<file path="src/rtl/clint_rtc_gen_pkg.sv">
// Shared constants for the CLINT RTC reference generator.
// The optional debug-halt input is enabled by defining CLINT_RTC_HALT_EN.
package clint_rtc_gen_pkg;
  localparam int CLINT_RTC_DIV_WIDTH = 16;
  localparam int CLINT_RTC_RST_DIV   = 15;
endpackage

</file>
<file path="src/rtl/clint_rtc_shadow.sv">
// Valid/ready shadow register for the RTC divider: captures one update
// and holds it pending until the generator releases it with apply_i.
module clint_rtc_shadow #(
  parameter int W = 16
) (
  input  logic         clk_i,
  input  logic         rst_i,
  input  logic [W-1:0] div_i,
  input  logic         div_valid_i,
  input  logic         apply_i,
  output logic         div_ready_o,
  output logic         pend_o,
  output logic [W-1:0] div_shd_o
);

  logic         pend_q, pend_d;
  logic [W-1:0] shd_q, shd_d;

  // apply_i only fires while pending, so it never coincides with an acceptance
  always_comb begin
    pend_d = pend_q;
    shd_d  = shd_q;
    if (apply_i) pend_d = 1'b0;
    if (div_valid_i && !pend_q) begin
      pend_d = 1'b1;
      shd_d  = div_i;
    end
  end

  always_ff @(posedge clk_i) begin
    if (rst_i) begin
      pend_q <= 1'b0;
      shd_q  <= '0;
    end else begin
      pend_q <= pend_d;
      shd_q  <= shd_d;
    end
  end

  assign div_ready_o = ~pend_q;
  assign pend_o      = pend_q;
  assign div_shd_o   = shd_q;

endmodule

</file>
<file path="src/rtl/clint_rtc_gen.sv">
// RTC reference generator for the CLINT: 50%-duty divided clock plus rising-edge tick.
// Define CLINT_RTC_HALT_EN to add the halt_i debug freeze input.
module clint_rtc_gen
  import clint_rtc_gen_pkg::*;
#(
  parameter int                   DIV_WIDTH = CLINT_RTC_DIV_WIDTH,
  parameter logic [DIV_WIDTH-1:0] RST_DIV   = DIV_WIDTH'(CLINT_RTC_RST_DIV)
) (
  input  logic                 clk_i,
  input  logic                 rst_i,
  input  logic                 en_i,
`ifdef CLINT_RTC_HALT_EN
  input  logic                 halt_i,
`endif
  input  logic [DIV_WIDTH-1:0] div_i,
  input  logic                 div_valid_i,
  output logic                 div_ready_o,
  output logic                 rtc_clk_o,
  output logic                 tick_o
);

  logic [DIV_WIDTH-1:0] cnt_q, cnt_d;
  logic [DIV_WIDTH-1:0] div_act_q, div_act_d;
  logic                 rtc_q, rtc_d;
  logic                 tick_q, tick_d;
  logic [DIV_WIDTH-1:0] div_shd;
  logic                 pend;
  logic                 apply;
  logic                 run;
  logic                 hold_pend;
  logic                 wrap;

`ifdef CLINT_RTC_HALT_EN
  assign run       = en_i & ~halt_i;
  assign hold_pend = halt_i;
`else
  assign run       = en_i;
  assign hold_pend = 1'b0;
`endif

  assign wrap = (cnt_q == div_act_q);

  clint_rtc_shadow #(.W(DIV_WIDTH)) u_shadow (
    .clk_i       (clk_i),
    .rst_i       (rst_i),
    .div_i       (div_i),
    .div_valid_i (div_valid_i),
    .apply_i     (apply),
    .div_ready_o (div_ready_o),
    .pend_o      (pend),
    .div_shd_o   (div_shd)
  );

  // Updates land only on the falling transition so both phases stay whole
  always_comb begin
    cnt_d     = cnt_q;
    div_act_d = div_act_q;
    rtc_d     = rtc_q;
    tick_d    = 1'b0;
    apply     = 1'b0;
    if (run) begin
      if (wrap) begin
        cnt_d  = '0;
        rtc_d  = ~rtc_q;
        tick_d = ~rtc_q;
        if (pend && rtc_q) begin
          apply     = 1'b1;
          div_act_d = div_shd;
        end
      end else begin
        cnt_d = cnt_q + DIV_WIDTH'(1);
      end
    end else if (pend && !hold_pend) begin
      apply     = 1'b1;
      div_act_d = div_shd;
      cnt_d     = '0;
    end
  end

  always_ff @(posedge clk_i) begin
    if (rst_i) begin
      cnt_q     <= '0;
      div_act_q <= RST_DIV;
      rtc_q     <= 1'b0;
      tick_q    <= 1'b0;
    end else begin
      cnt_q     <= cnt_d;
      div_act_q <= div_act_d;
      rtc_q     <= rtc_d;
      tick_q    <= tick_d;
    end
  end

  assign rtc_clk_o = rtc_q;
  assign tick_o    = tick_q;

endmodule
</file>
<file path="config.mk">
export PLATFORM = sky130hd
export DESIGN_NAME = clint_rtc_gen
export DESIGN_NICKNAME = d
export VERILOG_FILES = /design/src/rtl/clint_rtc_gen_pkg.sv /design/src/rtl/clint_rtc_shadow.sv /design/src/rtl/clint_rtc_gen.sv
export SDC_FILE = /design/constraint.sdc
export NUM_CORES = 1
export LEC_CHECK = 0
export BUFFER_PORTS_ARGS = -buffer_cell sky130_fd_sc_hd__buf_2
export CORE_ASPECT_RATIO = 0.75
export CORE_MARGIN = 5
export CORE_UTILIZATION = 52
export CTS_BUF_LIST = sky130_fd_sc_hd__clkbuf_8 sky130_fd_sc_hd__clkbuf_16
export DETAILED_ROUTE_END_ITERATION = 8
export PLACE_DENSITY = 0.85
export SYNTH_ARGS = -nofsm -noshare
export SYNTH_HDL_FRONTEND = slang
export SYNTH_SLANG_ARGS = --single-unit
export TNS_END_PERCENT = 50
</file>
<file path="constraint.sdc">
create_clock -name clk_i -period 1.65 [get_ports clk_i]
set_input_delay 0.0825 -clock clk_i [delete_from_list [all_inputs] [get_ports clk_i]]
set_output_delay 0.0825 -clock clk_i [all_outputs]
set_load 0.02 [all_outputs]
</file>
After elaboration in Yosys (flattened, before gate mapping)
Index checks and enable logic that the tools add are counted.
- memory bits (read-only): 0
- register bits: 51
- word-level logic and storage cells: 35
- bits in latches: 0
- input port bits: 20
- memories: 0
- RAM bits: 0
- output and inout bits: 3
- shift-type cells: 0
- order comparisons: 0
- reduce and logical (&&, ||, !) cells: 8
- mux-type cells: 13
- bitwise gates (word level): 4
- $mul: 0
- equal/unequal tests: 3
- $add $sub $neg: 1
- divide/modulo/power cells: 0
- operators with widths (operator ; number):
    16-bit two-way mux ; 7
    16-bit by 1-bit adder with 16-bit output, second input constant ; 1
    16-bit == test ; 1
    1-bit two-way mux ; 6
    2-bit by 1-bit != test with 1-bit output, second input constant ; 2
    1-bit inverter ; 4
    2-bit nonzero test ; 2
    3-bit AND reduction ; 1
    3-bit OR reduction ; 1
    1-bit logical AND ; 2
    2-bit AND reduction ; 1
    1-bit zero test ; 1

Longest topological paths before layout
Gate-level depths: netlist (run 1).
- depth after elaboration: 6
- depth in mapped cells: 8

By module
From an unflattened synthesis (run 1), not the netlist that was laid out.
- cell total of the unflattened synthesis: 273
- area, all modules: 2683.8 um2
- modules (own cells, without submodules) (module ; cells an instance ; seq. area each (um2) ; instances ; area an instance (um2)):
    clint_rtc_gen ; 198 ; 680.7 ; 1 ; 1864.3
    clint_rtc_shadow ; 75 ; 340.3 ; 1 ; 819.5

Worst setup path after synthesis (run 1)
Ideal clock, no wire load.
- path type: register to register
- start point: register cnt_q[4]
- end point: register div_act_q[10]
- data required time: 1.578 ns
- cell stages (with the launch flop): 8
- arrival time: 1.677 ns
- period minus slack after synthesis: 1.749 ns
- path slack: -0.099 ns
- cells stage by stage: dfxtp_1 -> xor2_1 -> nor4_2 -> nand4_2 -> o22ai_2 -> buf_6 -> buf_12 -> mux2i_1
- word-level cells in the longest chain between the ends: 3
- ends and longest elaborated chain (item ; RTL line ; text):
    start, declared ; clint_rtc_gen.sv:22 ; logic [DIV_WIDTH-1:0] cnt_q, cnt_d;
    start signal, assigned ; clint_rtc_gen.sv:87 ; cnt_q <= cnt_d;
    16-bit == test ; clint_rtc_gen.sv:41 ; assign wrap = (cnt_q == div_act_q);
    2-bit by 1-bit != test with 1-bit output (no source line) ; - ;
    3-bit AND reduction (no source line) ; - ;
    end signal, assigned ; clint_rtc_gen.sv:88 ; div_act_q <= div_act_d;
    end, declared ; clint_rtc_gen.sv:23 ; logic [DIV_WIDTH-1:0] div_act_q, div_act_d;
No other way between the ends.
A chain may end at the register's enable or synchronous reset.

Final worst setup path (run 1)
- start point: register cnt_q[4]
- end point: register rtc_q, in the netlist rtc_clk_o
- word-level cells in the longest chain between the ends: 2
- ends and longest elaborated chain (item ; RTL line ; text):
    16-bit == test ; clint_rtc_gen.sv:41 ;
    2-bit AND reduction (no source line) ; - ;
    end signal, assigned ; clint_rtc_gen.sv:89 ; rtc_q <= rtc_d;
    end, declared ; clint_rtc_gen.sv:24 ; logic rtc_q, rtc_d;
No other way between the ends.

==> results of run 1 <==
power groups by stage:
stage / clock, uW / sequential (uW) / combinational (uW)
after CTS: 1020 / 1300 / 266
final: 1010 / 1290 / 290
after global placement: 0 / 1320 / 245
after global routing: 1080 / 1300 / 314
after floorplan: 0 / 1320 / 168
after detailed placement: 0 / 1330 / 254
critical path, stage by stage, from the launching register on:
cell	delay, ps
dfxtp_4	360
xor2_1	150
nor4_2	280
buf_4	180
nand4_4	120
buf_4	180
or3_1	300
a21oi_1	140
layout by cell type (no fill, tap or decap), drive strengths merged:
cell / n
a21oi: 17
a22oi: 1
a31oi: 7
a41oi: 1
buf: 56
bufinv: 2
clkbuf: 5
dfxtp: 51
dlygate4sd3: 2
ha: 1
inv: 8
mux2i: 21
nand2: 70
nand3: 9
nand3b: 1
nand4: 7
nand4b: 1
nor2: 16
nor2b: 1
nor3: 5
nor4: 8
o21ai: 6
o22ai: 2
o311ai: 2
or2: 1
or3: 5
or4: 2
xnor2: 1
xor2: 20
flip-flops by register name, summed over array words and instances (netlist names):
signal and flops:
tick_o 1, rtc_clk_o 1, u_shadow.pend_o 1, div_act_q 16
cnt_q 16, u_shadow.div_shd_o 16
per-stage QoR:
stage	setup TNS [ps]	cell area (sq um)	utilization, %	cells	hold WS (ps)
6_report	-1638	3003	67.23	386	7.296
3_5_place_dp	-2000	2734	61.20	373	329.2
4_1_cts	-1361	2905	65.04	384	0.5778
2_1_floorplan	-564.0	2404	-	281	218.5
5_1_grt	-3919	3003	67.23	386	4.893
3_3_place_gp	-701.3	2734	61.20	373	321.3
metal layers:
layer  up-vias  wire length [microns]
li1       1053                      -
met1       969                   2555
met2        69                   2901
met3        12                    423
met4         0                    101
met5         -                      0
what timing repair did:
| item | 4_1_cts | 5_1_grt |
|---|---|---|
| buffers inserted | 2 | 1 |
| hold endpoints to repair | 1 | 1 |
| pin swaps | 5 | 2 |
| endpoints found under the setup margin | 30 | 34 |
| hold buffers | 1 | 1 |
| gates resized for setup | 7 | 17 |
cells by family after synthesis:
family          Yosys count  synth area share [%]
simple gates            126                 26.32
flops                    51                 42.52
fa+ha+maj                 1                0.5210
mux                      21                 8.754
buf+inv                  25                 5.107
xor+xnor                 21                 7.660
compound gates           36                 9.120
final cells by class:
type	count	area (sq um)	area share (%)
inverter	7	26.28	0.8750
clock inverter	3	63.81	2.125
multi-input combinational	205	1329	44.25
timing repair buffer	58	405.4	13.50
tap	57	71.32	2.375
clock buffer	5	68.82	2.292
sequential	51	1039	34.58
how the worst max path moves through the flow:
stage / cells past startpoint / start / slack, ps / end
floorplan: 6 / cnt_q[0] / -100 / cnt_q[14]
finish: 7 / cnt_q[4] / -130 / rtc_clk_o
detailed placement: 6 / div_act_q[6] / -140 / div_act_q[5]
global route: 7 / cnt_q[4] / -180 / rtc_clk_o
CTS: 6 / div_act_q[12] / -110 / div_act_q[5]
global placement: 6 / cnt_q[4] / -70 / rtc_clk_o
==> flow_summary.yaml, run 1 <==
outcome:
  status: "finished, violations left"
  violations: "setup timing"
cts:
  h-tree-depth: 2
  clockRootBuffer: "clkbuf_8"
  clockBufferDepth: 2
  worstSkewPairLatency_ps: 300
  clk_pin_slew_worst_paths_ps: 90
  cts_tree: "built"
  cts_num_sinks: 51
  numCtsBuffers: 5
min_path:
  hold_path.startpoint: "div_i[5]"
  hold_path_depth: 3
  hold_end: "u_shadow.div_shd_o[5]"
  hold_class: "input pin to flop"
critical_path:
  cp.arrival_ps: 2020
  r2r-start: "cnt_q[4]"
  r2r-end: "rtc_clk_o"
  path_max_fanout: 4
  start_kind: "flop"
  reg2reg_slack_ps: -130
  worst-setup-path-type: "flop to flop"
  worstPathRequired_ps: 1890
  ff2ff_path_depth: 7
  worst_setup_path_end_kind: "flop"
power_and_ir_drop:
  p_int_uw: 1988
  power_frac_comb_pct: 11.1
  vdd_drop_max_mv: 0.7153
  leakagePower_uw: 0.001215
  power-per-cell-area_mw_per_mm2: 865.0
  p_sw_uw: 609.8
  swShare_pct: 23.47
  finalPower_uw: 2598
  p_clk_share_pct: 39.0
  seqPwrFrac_pct: 49.8
sta:
  fmax_mhz: 561.2
  hold_viol_final: 0
  fin_skew_ps: 7.602
  fin_crit_ps: 1782
  setup_slack_ps: -131.9
  drv_slew: 0
  min_period_over_period_pct: 108.0
  tightest_slew_ps: 410.9
  finalSetupViolCount: 29
  slew_headroom_pct: 72.50
  grt_setup_unrepaired: "yes"
place:
  port_buffers: 22
  gp_congestion: 0.9037
  hpwl_microns: 4225
  dpl_worst_slack_ps: -138.8
synth:
  synth_edf_count: 0
  synth_area_per_cell_sq_um: 8.545
  synth_seq_area_share_pct: 42.52
  synth.top_cell.area_share_pct: 42.52
  yosysTopAreaCell: "dfxtp_1"
  syn-num-nets: 302
  ys_seq_elements: 51
  ys.flop_type: "dfxtp_1"
  syn_inst: 281
  synth_warnings: 0
  synth.distinct_cells: 38
  synth_area_leaders: "dfxtp_1, nand2_1, mux2i_1"
  synth_common_cells: "nand2_1, dfxtp_1, mux2i_1"
  synthesis.area_sq_mm: 0.002401
  yosysMostFrequentCell: "nand2_1"
  ys_async_sr_fraction_pct: 0
global_routing:
  first_global_vias: 2019
  grt_pass1_wl_microns: 9432
  antenna_found_initial: 0
  busiest_layer: "met2"
  gr-usage-met1_pct: 25.36
  use_met3_pct: 4.513
  grt-ovfl-total: 0
  grt_max_degree: 37
  met2_usage_pct: 34.89
  grt_use_total_pct: 20.39
routing:
  drtIter0Drc: 212
  ant_nets: 0
  num_vias: 2103
  dr.pass1.iters: 4
  drc_errors: 0
  drt-total-wl_microns: 5980
  viasPerCell: 5.448
  routedWlPerCell_microns: 15.49
floorplan:
  design.die.area_sq_mm: 0.006090
  die_y_microns: 68.85
  core_sq_mm: 0.004467
  die_w_microns: 88.47
  start_util_pct: 53.75
  core.rowCount: 21
  io_pins: 23
final_layout:
  antenna_cells: 0
  fin_nets: 349
  fillCellCount: 346
  layout-drive-gt1-share_pct: 27.96
  area_growth_pct: 25.07
job:
  cap_violations: 0
No activity file was read; power rests on OpenSTA's default activity.
==> run 2: changes to the inputs <==
--- a/config.mk
+++ b/config.mk
@@ -14,2 +14,3 @@
 export PLACE_DENSITY = 0.85
+export REMOVE_ABC_BUFFERS = 1
 export SYNTH_ARGS = -nofsm -noshare
--- a/constraint.sdc
+++ b/constraint.sdc
@@ -3,2 +3,2 @@
 set_output_delay 0.0825 -clock clk_i [all_outputs]
-set_load 0.02 [all_outputs]
+set_load 0.05 [all_outputs]
==> run 2 against run 1 <==
The run still ends with setup timing left; critical path type unchanged; design area is 4.1% higher; combinational power increased by 8.6%; total power down 3.3%; highest routed layer unchanged; worst setup slack worse by 13 ps; sequential power about the same; first-iteration DRC count shrank 17%; die area is the same; cell count up 1.6%; non-clock buffer count grew 6; sequential share of layout area decreased by 1.3 points; register-to-register slack is essentially flat.
==> flow_summary.yaml, run 2 (synthesis gave the netlist of run 1 again) <==
cts:
  h-tree-depth: 2
  cts_tree: "built"
  clockBufferDepth: 2
  cts_num_sinks: 51
  clk_pin_slew_worst_paths_ps: 90
  clockRootBuffer: "clkbuf_8"
  numCtsBuffers: 5
  worstSkewPairLatency_ps: 300
critical_path:
  critPathTopFamily: "simple AND/OR/NAND/NOR gates"
  path_buf_inv: 1
  critPathMaxStageDelay_ps: 430
  cp.arrival_ps: 2030
  start_kind: "flop"
  critPathSlowestCell: "nor4_4"
  worst_setup_path_end_kind: "flop"
  path_max_fanout: 4
  worstPathRequired_ps: 1890
  worst-setup-path-type: "flop to flop"
  crit_chain: "xor2_1, nor4_4, nand4_4, buf_6, or3_4, a21oi_2"
sta:
  min_period_over_period_pct: 108.8
  setup_slack_ps: -144.9
  drv_slew: 0
  hold_viol_final: 0
  fin_crit_ps: 1795
  grt_setup_unrepaired: "yes"
  slew_headroom_pct: 69.50
  fmax_mhz: 557.1
  fin_skew_ps: 3.824
  finalSetupViolCount: 29
  tightest_slew_ps: 455.9
  hold-worst-slack_ps: 11.33
global_routing:
  first_global_vias: 2042
  antenna_found_initial: 0
  grt_use_total_pct: 19.79
  grt_max_degree: 30
  grt-ovfl-total: 0
  grt_pass1_wl_microns: 9397
power_and_ir_drop:
  seqPwrFrac_pct: 51.7
  swShare_pct: 24.71
  p_clk_share_pct: 35.8
  power_frac_comb_pct: 12.5
  p_sw_uw: 620.4
  p_int_uw: 1891
  power-per-cell-area_mw_per_mm2: 803.1
  leakagePower_uw: 0.001237
  vdd_drop_max_mv: 0.6925
outcome:
  violations: "setup timing"
  status: "finished, violations left"
floorplan:
  core_sq_mm: 0.004467
  io_pins: 23
  start_util_pct: 53.75
  die_w_microns: 88.47
  die_y_microns: 68.85
  design.die.area_sq_mm: 0.006090
  core.rowCount: 21
final_layout:
  stdcell_area_sq_mm: 0.003127
  fin_nets: 355
  layout-drive-gt1-share_pct: 32.84
  area_growth_pct: 30.22
  fillCellCount: 342
  antenna_cells: 0
  multi_input_area_sq_mm: 0.001420
  final_common_cell: "nand2_1"
  regArea_sq_mm: 0.001042
  final_cell_mix: "nand2_1, dfxtp_1, buf_4"
place:
  hpwl_microns: 3850
  placed_area_sq_mm: 0.002761
  gp_congestion: 0.9068
  port_buffers: 22
routing:
  routedWlPerCell_microns: 15.39
  num_vias: 2146
  ant_nets: 0
  viasPerCell: 5.474
  drt-total-wl_microns: 6033
  dr.pass1.iters: 4
  drc_errors: 0
  drtIter0Drc: 175
job:
  cap_violations: 0
min_path:
  hold_class: "input pin to flop"
## run 2: changes by cell type in the layout (fill, tap and decap cells not counted), sizes merged
cell	change
buf	+7
bufinv	-1
clkbuf	+1
clkinv	+1
dlygate4sd3	-1
inv	-1
## run 2: per-layer routing
metal  track usage (%)  up-vias  share of wire [%]  wire [microns]
li1                  -     1064                  -               -
met1             25.38     1003                 43            2593
met2             33.77       67                 50            3017
met3             4.038       12                5.1             307
met4             6.038        0                1.9             114
met5                 0        -                  0               0
## run 2: worst paths after layout
| path | startpoint | endpoint | slack, ps | cells past startpoint |
|---|---|---|---|---|
| worst max-delay path | cnt_q[6] | rtc_clk_o | -140 | 6 |
| worst min-delay path | div_i[2] | u_shadow.div_shd_o[2] | 10 | 3 |
| worst max register to register | cnt_q[6] | rtc_clk_o | -140 | 6 |
| worst min register to register | u_shadow.div_shd_o[1] | u_shadow.div_shd_o[1] | 460 | 2 |
## run 2: layout make-up
type	instances	area share, %
tap	57	2.281
clock inverter	2	1.120
clock buffer	6	2.641
timing repair buffer	64	14.37
multi-input combinational	205	45.42
inverter	7	0.8403
sequential	51	33.33
## run 2: what timing repair did
action / CTS / global route
gates cloned: 0 / 1
endpoints found under the setup margin: 34 / 34
hold buffers: 0 / 1
buffers inserted: 4 / 1
pin swaps: 10 / 13
resized for setup: 23 / 20
endpoints found under the hold margin: 0 / 1
## run 2: worst reg2reg max path: cells and delay by family, from the launching register on
| kind | cells | cell delay, ps |
|---|---|---|
| xor+xnor | 1 | 160 |
| simple gates | 3 | 930 |
| flops | 1 | 350 |
| buf+inv | 1 | 160 |
| compound gates | 1 | 130 |
## run 2: power by group through the flow
stage	clock (uW)	combinational [uW]	sequential, uW
after CTS	918	277	1300
after detailed placement	0	255	1330
final	898	315	1300
after floorplan	0	148	1320
after global placement	0	249	1320
after global routing	962	340	1300
## run 2: stage by stage
stage | power (uW) | setup TNS (ps) | cells | util, % | setup WS (ps)
floorplan | 1469 | -8657 | 263 | - | -444.7
global placement | 1572 | -886.1 | 377 | 61.82 | -48.89
detailed placement | 1581 | -2703 | 377 | 61.82 | -145.7
CTS | 2493 | -1714 | 389 | 66.95 | -120.7
global route | 2605 | -5011 | 392 | 70.00 | -210.8
finish | 2511 | -2491 | 392 | 70.00 | -144.9
